[src/rtl/instr_loader.sv]
// rtl/instr_loader.sv - length-prefixed program loader that screens opcodes before writing instruction memory.
// Optional trailing XOR checksum byte is enabled by defining LOADER_CKSUM_EN.
module instr_loader #(
  parameter int ADDR_W = 8
) (
  input  logic              clk,
  input  logic              rst_n,
  input  logic              start,
  input  logic              in_valid,
  input  logic [7:0]        in_data,
  output logic              in_ready,
  output logic              im_we,
  output logic [ADDR_W-1:0] im_addr,
  output logic [31:0]       im_wdata,
  output logic              cpu_hold,
  output logic              busy,
  output logic              done,
  output logic              err,
  output logic [1:0]        err_code,
  output logic [ADDR_W:0]   word_count
);

  typedef enum logic [3:0] {
    S_IDLE,
    S_LEN_HI,
    S_LEN_LO,
    S_WORD,
    S_CHECK,
    S_WRITE,
`ifdef LOADER_CKSUM_EN
    S_CKSUM,
`endif
    S_DONE,
    S_ERR
  } state_t;

`ifdef LOADER_CKSUM_EN
  localparam state_t S_TAIL = S_CKSUM;
`else
  localparam state_t S_TAIL = S_DONE;
`endif

  localparam logic [16:0]       CAP     = 17'd1 << ADDR_W;
  localparam logic [ADDR_W:0]   WC_ONE  = 1;
  localparam logic [ADDR_W-1:0] ADR_ONE = 1;

  state_t      state, state_nxt;
  logic [1:0]  err_nxt;
  logic [15:0] len;
  logic [15:0] len_n;
  logic [1:0]  byte_idx;
  logic        accept;
  logic        more_words;
`ifdef LOADER_CKSUM_EN
  logic [7:0]  cksum;
`endif

  function automatic logic legal_op(input logic [6:0] op);
    case (op)
      7'd0, 7'd1, 7'd2, 7'd16, 7'd17, 7'd18, 7'd19, 7'd48, 7'd49: legal_op = 1'b1;
      default: legal_op = 1'b0;
    endcase
  endfunction

  assign accept     = in_valid && in_ready;
  assign len_n      = {len[15:8], in_data};
  // word_count still holds the pre-increment value while in WRITE
  assign more_words = ({1'b0, len} > (17'(word_count) + 17'd1));

  always_ff @(posedge clk or negedge rst_n) begin
    if (!rst_n) begin
      state <= S_IDLE;
    end else begin
      state <= state_nxt;
    end
  end

  always_comb begin
    state_nxt = state;
    err_nxt   = 2'd0;
    case (state)
      S_IDLE, S_DONE, S_ERR: begin
        if (start) state_nxt = S_LEN_HI;
      end
      S_LEN_HI: begin
        if (accept) state_nxt = S_LEN_LO;
      end
      S_LEN_LO: begin
        if (accept) begin
          if ({1'b0, len_n} > CAP) begin
            state_nxt = S_ERR;
            err_nxt   = 2'd1;
          end else if (len_n == 16'd0) begin
            state_nxt = S_TAIL;
          end else begin
            state_nxt = S_WORD;
          end
        end
      end
      S_WORD: begin
        if (accept && byte_idx == 2'd3) state_nxt = S_CHECK;
      end
      S_CHECK: begin
        if (legal_op(im_wdata[31:25])) begin
          state_nxt = S_WRITE;
        end else begin
          state_nxt = S_ERR;
          err_nxt   = 2'd2;
        end
      end
      S_WRITE: begin
        state_nxt = more_words ? S_WORD : S_TAIL;
      end
`ifdef LOADER_CKSUM_EN
      S_CKSUM: begin
        if (accept) begin
          if (in_data == cksum) begin
            state_nxt = S_DONE;
          end else begin
            state_nxt = S_ERR;
            err_nxt   = 2'd3;
          end
        end
      end
`endif
      default: state_nxt = S_IDLE;
    endcase
  end

  always_comb begin
    in_ready = 1'b0;
    busy     = 1'b0;
    im_we    = 1'b0;
    case (state)
      S_LEN_HI, S_LEN_LO, S_WORD: begin
        in_ready = 1'b1;
        busy     = 1'b1;
      end
`ifdef LOADER_CKSUM_EN
      S_CKSUM: begin
        in_ready = 1'b1;
        busy     = 1'b1;
      end
`endif
      S_CHECK: busy = 1'b1;
      S_WRITE: begin
        busy  = 1'b1;
        im_we = 1'b1;
      end
      default: ;
    endcase
  end

  always_ff @(posedge clk or negedge rst_n) begin
    if (!rst_n) begin
      len        <= 16'd0;
      byte_idx   <= 2'd0;
      im_addr    <= '0;
      im_wdata   <= 32'd0;
      word_count <= '0;
      done       <= 1'b0;
      err        <= 1'b0;
      err_code   <= 2'd0;
      cpu_hold   <= 1'b1;
`ifdef LOADER_CKSUM_EN
      cksum      <= 8'd0;
`endif
    end else begin
      // start is only honoured outside a load; busy filters it
      if (start && !busy) begin
        byte_idx   <= 2'd0;
        im_addr    <= '0;
        word_count <= '0;
        done       <= 1'b0;
        err        <= 1'b0;
        err_code   <= 2'd0;
        cpu_hold   <= 1'b1;
`ifdef LOADER_CKSUM_EN
        cksum      <= 8'd0;
`endif
      end
      if (accept) begin
        case (state)
          S_LEN_HI: len[15:8] <= in_data;
          S_LEN_LO: len[7:0]  <= in_data;
          S_WORD: begin
            im_wdata <= {im_wdata[23:0], in_data};
            byte_idx <= byte_idx + 2'd1;
`ifdef LOADER_CKSUM_EN
            cksum    <= cksum ^ in_data;
`endif
          end
          default: ;
        endcase
      end
      if (state == S_WRITE) begin
        im_addr    <= im_addr + ADR_ONE;
        word_count <= word_count + WC_ONE;
      end
      if (state_nxt == S_DONE && state != S_DONE) begin
        done     <= 1'b1;
        cpu_hold <= 1'b0;
      end
      if (state_nxt == S_ERR && state != S_ERR) begin
        err      <= 1'b1;
        err_code <= err_nxt;
      end
    end
  end

endmodule

[config.mk]
export PLATFORM = sky130hd
export DESIGN_NAME = instr_loader
export DESIGN_NICKNAME = d
export VERILOG_FILES = /design/src/rtl/instr_loader.sv
export SDC_FILE = /design/constraint.sdc
export NUM_CORES = 1
export LEC_CHECK = 0
export BUFFER_PORTS_ARGS = -buffer_cell sky130_fd_sc_hd__clkbuf_2
export CORE_ASPECT_RATIO = 1.2
export CORE_MARGIN = 3
export CORE_UTILIZATION = 55
export CTS_CLUSTER_DIAMETER = 50
export DETAILED_ROUTE_END_ITERATION = 8
export PLACE_DENSITY = 0.79
export SLEW_MARGIN = 20
export SYNTH_ARGS = -nofsm -noshare
export SYNTH_HDL_FRONTEND = slang
export SYNTH_SLANG_ARGS = --single-unit
[constraint.sdc]
create_clock -name clk -period 2.9 [get_ports clk]
set_input_delay 0.29 -clock clk [delete_from_list [all_inputs] [get_ports clk]]
set_output_delay 0.29 -clock clk [all_outputs]
set_load 0.02 [all_outputs]
==> impl_metrics.csv <==
group,metric,value,unit
die,core_region_area,6210,µm²
flow_run,drv_cap,0,
clock_tree,clk_root_buffer_cell,"clkbuf_8",
pwr,power.density,731,nW/µm²
critical_path,critPathTopFamily,"simple AND/OR/NAND/NOR gates",
finish,post-route-util,0.692,
finish,diodes,0,
finish,fill_cells,478,
drt,vias_per_cell,5.52,
critical_path,crit_arrival,3.06,ns
sta,fin_crit_sh,0.954,
min_path,hold_class,"input pin to async pin",
drt,firstDrtPassIters,4,
critical_path,worst_path_max_delay_cell,"or4_4",
critical_path,required,3.20,ns
sta,drv_slew,0,
global_route,grtUsageTotal,0.216,
die,die_y,95.1,µm
global_route,grt_antenna_before_repair,0,
clock_tree,cts_made_buffers,9,
sta,finalSetupTns,0,ns
synthesis,synth_cell_types,49,
sta,relSlewSlack,0.381,
clock_tree,cts_tree,"done",
clock_tree,clk_pin_slew,0.08,ns
synthesis,postSynthAreaPerCell,11.1,µm²
clock_tree,post_cts.repair.setup_buffers,0,
critical_path,critPathCaptureType,"flop",
synthesis,synth-seq-cells,76,
global_route,grt_pass1_vias,2634,
synthesis,synthFlopType,"dfrtp_1",
pwr,p_leak,2.11,nW
critical_path,crit_fanout,6,
clock_tree,htreeDepth,3,
drt,vias,2684,
global_route,gr-usage-met1,0.267,
synthesis,synthArstFlopShare,1.00,
die,start_util,0.586,
synthesis,yosysWarnings,0,
place,dp.cells,470,
sta,clock_skew,0.00515,ns
sta,tightest_slew,0.929,ns
sta,fmaxAchievable,361,MHz
synthesis,netlist_area,3630,µm²
synthesis,yosys.area.top_type,"dfrtp_1",
finish,fin_nets,424,
clock_tree,clockBufferDepth,2,
finish,drive_gt1_frac,0.361,
drt,wl,7580,µm
synthesis,synth_top_cell_area_share,0.516,
die,num_io_pins,69,
global_route,grt_start_max_net_pins,77,
critical_path,crit_chain,"buf_4, nand3_1, nor2_4, and3_4, nand3_1, ha_1, a21o_1, or4_4, o22ai_4, o21a_2, a41o_1",
synthesis,synthTopCellsByCount,"75 x dfrtp_1, 49 x nand2_1, 41 x mux2_2, 26 x o21ai_0, 17 x nand3_1",
outcome,status,"completed",
clock_tree,hold_buffers,0,
synthesis,synth-edff-count,0,
finish,layout.cells.non_filler,486,
sta,period_needed,2.77,ns
place,place_congestion,0.856,
die,num_rows,31,
synthesis,synthTopCellsByArea,"dfrtp_1 52%, mux2_2 13%, nand2_1 5.1%",
clock_tree,cts.repair.resized,0,
critical_path,max_stage_delay,0.49,ns
die,die-area,7620,µm²
critical_path,path_class,"flop to flop",
sta,hold_viol,0,
place,io_buffers,68,
global_route,grt.busiest_layer,"met2",
global_route,grt-ovfl-total,0,
drt,detail_route.wl_per_cell,15.6,µm
global_route,grt_pass1_wl,12600,µm
finish,syn2layout_area_growth,18.1,%
sta,hold_slack,0.0762,ns
critical_path,critPathBufInv,1,
clock_tree,clkSinkCount,76,
synthesis,syn_inst,327,
synthesis,synthesis.nets,352,
pwr,irDropWorstVdd,505,µV
sta,setup_ws,0.133,ns
global_route,grtUsageMet2,0.349,
drt,drt_iter0_markers,120,
synthesis,yosysMostFrequentCell,"dfrtp_1",
die,die_w,80.2,µm
critical_path,cpMostUsedCell,"nand3_1",
clock_tree,clock_latency,0.35,ns
place,place_hpwl,5550,µm
drt,drc,0,
synthesis,yosysSeqAreaShare,0.524,
place,dp_slack,0.0910,ns
global_route,use_met3,0.0709,
critical_path,start_kind,"flop",
drt,drtAntennaViolNets,0,
sta,setup_violations,0,
layout by cell type (no fill, tap or decap), drive strengths merged, types with 2 or more instances in the layout:
cell type	count
and2	4
nor4	3
o21ai	27
inv	10
clkinvlp	4
nand2	49
and3	6
a21oi	6
a31oi	3
nor3	3
xnor2	5
dfrtp	75
mux2	41
o21a	2
nand3	17
nand4	5
nand2b	4
a21o	3
ha	13
xor2	3
a311o	2
a211oi	2
nor2	9
buf	6
nor2b	6
clkbuf	76
sequential cells by signal, summed over array words and instances (netlist names):
register	count
im_wdata	32
len	16
word_count	9
im_addr	8
state	4
byte_idx	2
err_code	2
cpu_hold	1
done	1
err	1
worst reg2reg max path: cells and delay by family, from the launching register on:
kind / cells / cell delay (ns)
adder cells (fa/ha/maj): 1 / 0.33
buffers and inverters: 1 / 0.18
AND/OR/NAND/NOR: 5 / 1.08
AO/OA/AOI/OAI: 4 / 0.71
flip-flops: 1 / 0.42
cell type report:
| type | count | area [µm²] | share of cell area |
|---|---|---|---|
| Sequential cell | 76 | 1900 | 0.444 |
| Multi-Input combinational cell | 232 | 1700 | 0.395 |
| Timing Repair Buffer | 73 | 380 | 0.0886 |
| Clock buffer | 9 | 124 | 0.0289 |
| Tap cell | 82 | 103 | 0.0239 |
| Clock inverter | 7 | 58.8 | 0.0137 |
| Inverter | 7 | 26.3 | 0.00612 |
final timing paths:
| path | slack, ns | startpoint | endpoint | cells past startpoint |
|---|---|---|---|---|
| max | 0.13 | word_count[0] | done | 11 |
| min reg2reg | 0.49 | err | err | 2 |
| max in group asynchronous | 2.20 | rst_n | word_count[1] | 1 |
| min | 0.08 | rst_n | word_count[5] | 1 |
| max reg2reg | 0.13 | word_count[0] | done | 11 |
| min in group clk | 0.25 | in_data[0] | im_wdata[0] | 2 |
kinds of logic after synthesis:
group                    count (synthesis)  share of synthesized area
AND/OR/NAND/NOR                        112                      0.159
flip-flops                              76                      0.524
AO/OA/AOI/OAI                           56                      0.101
multiplexers                            42                      0.130
buffers and inverters                   19                     0.0220
adder cells (fa/ha/maj)                 13                     0.0448
XOR/XNOR                                 8                     0.0193
other                                    1                    0.00103
per-stage QoR:
stage | cell area, µm² | total power, mW
6_report | 4290 | 3.14
5_1_grt | 4290 | 3.34
4_1_cts | 4250 | 3.15
3_5_place_dp | 4060 | 2.39
3_3_place_gp | 4060 | 2.35
2_1_floorplan | 3630 | 2.08
routing by layer:
metal | wire (µm) | vias to the layer above
met3 | 506 | 11
met2 | 3700 | 75
met5 | 0 | -
li1 | - | 1311
met4 | 110 | 0
met1 | 3260 | 1287
report_power, final:
group	internal, mW	total [mW]	switching, mW	leakage [nW]
logic	0.410	0.903	0.492	1.01
clock network	0.322	0.747	0.425	0.0804
registers	1.29	1.49	0.199	1.01
total	2.02	3.14	1.12	2.11
Note: power is estimated with default switching activity, not from simulation.
